==> src/rtl/spi_io_pkg.sv <==
// Shared definitions for the quad-SPI IO bridge and its response scheduler.
package spi_io_pkg;

  // Command codes understood by the device.
  typedef enum logic [7:0] {
    CMD_GET_STATUS0         = 8'h50,
    CMD_KB_GET_PRESSED_KEYS = 8'h51,
    CMD_MOUSE_GET_STATE     = 8'h52
  } command_code_e;

  // Direction flags carried in the command byte.
  localparam int H2D_FLAG_BIT = 7;  // host-to-device data follows
  localparam int D2H_FLAG_BIT = 6;  // device-to-host response follows

  localparam int RESP_BYTES_DEFAULT = 8;
  localparam int SRC_DATA_W         = 64;

  typedef enum logic [2:0] {
    ST_IDLE,
    ST_DECODE,
    ST_REQ,
    ST_LOAD,
    ST_READY,
    ST_ERROR
  } sched_state_e;

  // Source owning a snapshot command, or -1 when the code is not a source command.
  function automatic int cmd_src_index(input logic [7:0] code);
    if (code == CMD_KB_GET_PRESSED_KEYS) return 0;
    if (code == CMD_MOUSE_GET_STATE)     return 1;
    return -1;
  endfunction

endpackage

==> src/rtl/spi_resp_scheduler_resp_buffer.sv <==
// Byte-addressed response buffer: 64-bit parallel load, single-byte load and
// a read port that returns zero beyond the valid length.
module resp_buffer #(
  parameter int BYTES = 8,
  parameter int IW    = $clog2(BYTES)
) (
  input  logic               clk,
  input  logic               reset_n,
  input  logic               wr_all,
  input  logic [BYTES*8-1:0] wr_all_data,
  input  logic               wr_byte,
  input  logic [IW-1:0]      wr_idx,
  input  logic [7:0]         wr_data,
  input  logic [IW-1:0]      rd_idx,
  input  logic [IW:0]        rd_len,
  output logic [7:0]         rd_data
);

  logic [BYTES-1:0][7:0] mem_q, mem_d;

  // Next buffer contents: full load wins over a single-byte write.
  always_comb begin
    mem_d = mem_q;
    for (int b = 0; b < BYTES; b++) begin
      if (wr_all)
        mem_d[b] = wr_all_data[b*8 +: 8];
      else if (wr_byte && (wr_idx == IW'(b)))
        mem_d[b] = wr_data;
    end
  end

  // Buffer register bank.
  always_ff @(posedge clk or negedge reset_n) begin
    if (!reset_n) mem_q <= '0;
    else          mem_q <= mem_d;
  end

  assign rd_data = ({1'b0, rd_idx} < rd_len) ? mem_q[rd_idx] : 8'h00;

endmodule

==> src/rtl/spi_resp_scheduler.sv <==
// Response scheduler: decodes a bridge command, fetches a source snapshot over
// req/ack, fills the response buffer and keeps sticky per-source pending flags.
module spi_resp_scheduler
  import spi_io_pkg::*;
#(
  parameter int NUM_SRC     = 2,
  parameter int RESP_BYTES  = RESP_BYTES_DEFAULT,
  parameter int ACK_TIMEOUT = 255
) (
  input  logic                    clk,
  input  logic                    reset_n,
  input  logic                    cmd_valid,
  input  logic [7:0]              cmd_code,
  input  logic                    cmd_abort,
  output logic                    cmd_busy,
  output logic                    resp_valid,
  output logic                    resp_err,
  output logic [3:0]              resp_len,
  input  logic [2:0]              resp_rd_idx,
  output logic [7:0]              resp_rd_data,
  output logic [NUM_SRC-1:0]      src_req,
  input  logic [NUM_SRC-1:0]      src_ack,
  input  logic [NUM_SRC*64-1:0]   src_data,
  input  logic [NUM_SRC*4-1:0]    src_len,
  input  logic [NUM_SRC-1:0]      src_event
);

  localparam int SW = (NUM_SRC > 1) ? $clog2(NUM_SRC) : 1;
  localparam int CW = $clog2(ACK_TIMEOUT + 1);

  sched_state_e          state_q, state_d;
  logic [7:0]            code_q, code_d;
  logic [SW-1:0]         sel_q, sel_d;
  logic [CW-1:0]         cnt_q, cnt_d;
  logic [3:0]            len_q, len_d;
  logic [NUM_SRC-1:0]    pend_q, pend_d;
  logic                  status_q, status_d;

  logic                  buf_wr_all, buf_wr_byte;
  logic [7:0]            buf_byte_data;

  logic [NUM_SRC-1:0][SRC_DATA_W-1:0] src_data_a;
  logic [NUM_SRC-1:0][3:0]            src_len_a;
  logic [SRC_DATA_W-1:0]              sel_data;
  logic [3:0]                         sel_len;

  assign src_data_a = src_data;
  assign src_len_a  = src_len;
  assign sel_data   = src_data_a[sel_q];
  assign sel_len    = src_len_a[sel_q];

  // Next-state, buffer-load and pending-flag logic.
  always_comb begin
    int idx;
    state_d       = state_q;
    code_d        = code_q;
    sel_d         = sel_q;
    cnt_d         = cnt_q;
    len_d         = len_q;
    status_d      = status_q;
    pend_d        = pend_q | src_event;  // events are never lost, whatever the state
    buf_wr_all    = 1'b0;
    buf_wr_byte   = 1'b0;
    buf_byte_data = 8'(pend_q);
    idx           = cmd_src_index(code_q);

    if (cmd_abort) begin
      state_d = ST_IDLE;
    end else begin
      case (state_q)
        ST_IDLE: begin
          if (cmd_valid) begin
            code_d  = cmd_code;
            state_d = ST_DECODE;
          end
        end
        ST_DECODE: begin
          if (code_q == CMD_GET_STATUS0) begin
            buf_wr_byte = 1'b1;
            len_d       = 4'd1;
            status_d    = 1'b1;
            // Every bit captured is cleared; only a same-cycle event survives.
            pend_d      = src_event;
            // Status passes through LOAD so it answers on the third cycle.
            state_d     = ST_LOAD;
          end else if (idx >= 0 && idx < NUM_SRC) begin
            sel_d    = SW'(idx);
            cnt_d    = '0;
            status_d = 1'b0;
            state_d  = ST_REQ;
          end else begin
            len_d   = 4'd0;
            state_d = ST_ERROR;
          end
        end
        ST_REQ: begin
          cnt_d = cnt_q + CW'(1);
          if (src_ack[sel_q]) begin
            // Snapshot is only guaranteed valid alongside the ack, so sample it now.
            buf_wr_all = 1'b1;
            len_d      = (sel_len > 4'(RESP_BYTES)) ? 4'(RESP_BYTES) : sel_len;
            state_d    = ST_LOAD;
          end else if (cnt_q == CW'(ACK_TIMEOUT - 1)) begin
            len_d   = 4'd0;
            state_d = ST_ERROR;
          end
        end
        ST_LOAD: begin
          if (!status_q)
            pend_d[sel_q] = src_event[sel_q];
          state_d = ST_READY;
        end
        ST_READY, ST_ERROR: state_d = state_q;
        default:            state_d = ST_IDLE;
      endcase
    end
  end

  // Scheduler state registers.
  always_ff @(posedge clk or negedge reset_n) begin
    if (!reset_n) begin
      state_q  <= ST_IDLE;
      code_q   <= '0;
      sel_q    <= '0;
      cnt_q    <= '0;
      len_q    <= '0;
      pend_q   <= '0;
      status_q <= 1'b0;
    end else begin
      state_q  <= state_d;
      code_q   <= code_d;
      sel_q    <= sel_d;
      cnt_q    <= cnt_d;
      len_q    <= len_d;
      pend_q   <= pend_d;
      status_q <= status_d;
    end
  end

  // One-hot request, withdrawn in the same cycle as an abort.
  always_comb begin
    src_req = '0;
    if (state_q == ST_REQ && !cmd_abort)
      src_req[sel_q] = 1'b1;
  end

  assign cmd_busy   = (state_q != ST_IDLE);
  assign resp_valid = (state_q == ST_READY || state_q == ST_ERROR) && !cmd_abort;
  assign resp_err   = (state_q == ST_ERROR) && !cmd_abort;
  assign resp_len   = len_q;

  resp_buffer #(.BYTES(RESP_BYTES)) u_buf (
    .clk         (clk),
    .reset_n     (reset_n),
    .wr_all      (buf_wr_all),
    .wr_all_data (sel_data[RESP_BYTES*8-1:0]),
    .wr_byte     (buf_wr_byte),
    .wr_idx      ('0),
    .wr_data     (buf_byte_data),
    .rd_idx      (resp_rd_idx),
    .rd_len      (len_q),
    .rd_data     (resp_rd_data)
  );

endmodule

==> config.mk <==
export PLATFORM = sky130hd
export DESIGN_NAME = spi_resp_scheduler
export DESIGN_NICKNAME = d
export VERILOG_FILES = /design/src/rtl/spi_io_pkg.sv /design/src/rtl/spi_resp_scheduler_resp_buffer.sv /design/src/rtl/spi_resp_scheduler.sv
export SDC_FILE = /design/constraint.sdc
export NUM_CORES = 1
export LEC_CHECK = 0
export CELL_PAD_IN_SITES_DETAIL_PLACEMENT = 1
export CELL_PAD_IN_SITES_GLOBAL_PLACEMENT = 1
export CORE_MARGIN = 5
export CORE_UTILIZATION = 29
export DETAILED_ROUTE_END_ITERATION = 8
export PLACE_DENSITY = 0.75
export SYNTH_ARGS = -nofsm -noshare
export SYNTH_HDL_FRONTEND = slang
export SYNTH_SLANG_ARGS = --single-unit
==> constraint.sdc <==
create_clock -name clk -period 5.7 [get_ports clk]
set_clock_uncertainty 0.05 [all_clocks]
set_input_delay 1.14 -clock clk [delete_from_list [all_inputs] [get_ports clk]]
set_output_delay 1.14 -clock clk [all_outputs]
set_load 0.005 [all_outputs]
==> impl_metrics.py <==
metrics = {
    "finish": {
        "syn_to_final_growth_pct": 41.51,
        "fin_nets": 793,
        "fillCellCount": 1902,
        "n_antenna_cell": 0,
        "seqCellArea_um2": 2281,
        "multi_input_area_um2": 2582,
        "drive_above_1_share": 0.08777,
    },
    "synth": {
        "yosys_warnings": 0,
        "synth_area_um2": 5109,
        "netlist_instances": 484,
        "synthArstFlopShare": 1.000,
        "syn_avg_cell_area_um2": 10.56,
        "synth_ff_type": "dfrtp_1",
        "ys_ff_latch": 91,
        "synth_top_area_share": 0.4458,
        "synth_area_leaders": "dfrtp_1 45%, mux2i_1 16%, mux4_2 7.1%",
        "synth_edf_count": 0,
        "synth_top_cell_by_area": "dfrtp_1",
        "yosysUniqueCellTypes": 50,
        "seq_area_frac_synth": 0.4458,
        "syn_nets": 643,
    },
    "global_routing": {
        "grt_antenna_before_repair": 0,
        "grt_max_degree": 119,
        "overflow": 0,
        "grt_pass1_wl_um": 25210,
        "grt.total_usage": 0.1569,
        "grt_pass1_vias": 4861,
    },
    "clock_tree": {
        "clockBufferDepth": 2,
        "post_cts_resized": 0,
        "cts_hold_buf": 0,
        "cts-root-buf": "clkbuf_16",
        "numCtsBuffers": 9,
        "cts_tree": "yes",
        "postCtsSetupRepairBufs": 0,
        "path_clk_slew_ns": 0.06,
        "clk_latency_ns": 0.34,
        "htree_levels": 3,
        "clkSinkCount": 91,
    },
    "critical_path": {
        "path_class": "in2out",
        "reg2reg_slack_ns": 2.81,
        "ff2ff_path_depth": 3,
        "critPathLaunch": "resp_rd_idx[1]",
        "cp_data_arrival_time_ns": 3.49,
        "crit_fanout": 17,
        "timing.rr.end": "u_buf.mem_q[52]",
        "crit_path_end_kind": "output port",
        "required_ns": 4.51,
        "start_kind": "primary input",
        "worstSetupEndpoint": "resp_rd_data[2]",
        "timing.rr.start": "sel_q",
    },
    "power_and_ir_drop": {
        "p_total_mw": 1.744,
        "ir_drop_v": 0.0001393,
        "p_per_area_nw_per_um2": 241.2,
        "power.leakage_nw": 3.384,
    },
    "timing": {
        "clock.fmax_ghz": 0.2136,
        "postLayoutSetupSlackWorst_ns": 1.018,
        "setup_viol": 0,
        "finalCritPeriodShare": 0.8214,
        "fin_setup_tns_ns": 0,
        "max_slew_margin": 0.2831,
        "tightest_slew_ns": 1.075,
        "period_minus_slack_ns": 4.682,
        "slew_viol_final": 0,
        "rsz0062_at_grt": "no",
        "hold_viol_final": 0,
    },
    "die": {
        "rows": 48,
        "die_width_um": 142.7,
        "core_um2": 17300,
        "start_util": 0.2954,
        "die_h_um": 142.7,
        "dieArea_um2": 20370,
        "io_pins": 172,
    },
    "hold_path": {
        "min_from": "u_buf.mem_q[54]",
        "hold_class": "reg2reg",
    },
    "placed_design": {
        "dp_hpwl_um": 12630,
        "place_ws_ns": 1.111,
        "place_congestion": 0.8461,
        "port_buffers": 171,
    },
    "flow_run": {
        "cap_violations": 0,
    },
    "routing": {
        "route.detailed.drc": 0,
        "routed_via_density": 5.061,
        "routed_wl_um": 16120,
        "drtIter0Drc": 236,
        "wl_per_cell_um": 18.67,
        "via_count": 4368,
        "ant_nets": 0,
        "first_pass_iters": 4,
    },
    "outcome": {
        "outcome": "finished, final reports clean",
    },
}
-- registers in the layout (all words and copies together) (netlist names) --
name and flops:
cnt_q 8, status_q 1, resp_len 4, u_buf.mem_q 64
sel_q 1, state_q 3, code_q 8, pend_q 2
-- power by group --
| group | switching, mW | total, mW | internal (mW) | leakage [nW] |
|---|---|---|---|---|
| Clock | 0.240 | 0.578 | 0.338 | 0.130 |
| Combinational | 0.140 | 0.356 | 0.216 | 2.08 |
| Sequential | 0.0792 | 0.810 | 0.731 | 1.18 |
-- layout make-up --
class	count	area share
timing repair buffer	175	0.2406
multi-input combinational	339	0.3572
clock inverter	2	0.005192
inverter	18	0.009346
clock buffer	13	0.03323
sequential	91	0.3155
tap	225	0.03894
-- layer usage --
| metal | vias to the layer above | track usage | part of all wire |
|---|---|---|---|
| li1 | 2051 | - | - |
| met1 | 2164 | 0.1913 | 0.41 |
| met2 | 144 | 0.2819 | 0.51 |
| met3 | 9 | 0.04287 | 0.073 |
| met4 | 0 | 0.02551 | 0.0063 |
| met5 | - | 0 | 0 |
-- worst min-delay path by stage --
stage                           end  slack, ns  cells past startpoint
finish              u_buf.mem_q[54]       0.43                      2
CTS                 u_buf.mem_q[23]       0.43                      2
detailed placement  u_buf.mem_q[54]       0.42                      2
global placement    u_buf.mem_q[42]       0.41                      2
global route        u_buf.mem_q[41]       0.46                      2
floorplan           u_buf.mem_q[16]       0.39                      2
-- metrics by stage --
stage	utilization	cell area [um^2]	std cells	hold slack, ns
after floorplan	-	5109	484	0.3946
after global placement	0.4019	6952	848	0.4122
after detailed placement	0.4019	6952	848	0.4220
after CTS	0.4180	7229	863	0.4343
after global routing	0.4180	7229	863	0.4603
final	0.4180	7229	863	0.4283
-- worst max-delay path: stages --
cell and delay, ns:
clkdlybuf4s50_1 0.48, buf_4 0.25, ha_1 0.29, a21o_1 0.16, a21o_1 0.28, a21oi_1 0.31, clkdlybuf4s50_1 0.58
-- placed cells by master (no fill, tap or decap), drive strengths merged, types with 2 or more instances in the layout --
cell,count
o21ai,61
o32ai,2
nor2,8
o2bb2ai,2
nor4b,3
or2,2
dfrtp,91
and3,3
mux4,16
inv,18
clkbuf,13
a2111oi,4
a21o,2
ha,4
clkdlybuf4s50,170
a21oi,12
mux2,15
nand2b,7
mux2i,81
or3b,2
or3,2
nand4,6
a31o,2
a211oi,3
nor3,5
nand3,5
buf,5
nor3b,2
a31oi,4
nand2,69
o22ai,6
-- logic make-up (layout without fill, tap and decap cells) --
kind of cell    after synthesis  after routing  synth area share
compound gates              104            104            0.1188
buf+inv                      54            208           0.04972
flops                        91             91            0.4457
xor+xnor                      1              1          0.001715
mux                         112            112            0.2623
simple gates                118            118            0.1119
fa+ha+maj                     4              4          0.009797
-- synthesized netlist by cell type (3+ instances only) --
cell type and n:
buf_2 16, clkbuf_1 10, a211oi_1 3, mux2_2 15
dfrtp_1 91, o21ai_0 41, clkbuf_2 4, buf_6 3
and3_1 3, a2111oi_0 3, nor3_1 5, inv_1 18
ha_1 4, nand2b_1 7, a31oi_1 4, nand4_1 5
o22ai_1 6, nand3_1 5, mux4_2 16, nand2_1 69
nor2_1 8, o21ai_1 20, mux2i_1 81, a21oi_1 12
Power figures use the tool's default switching activity.
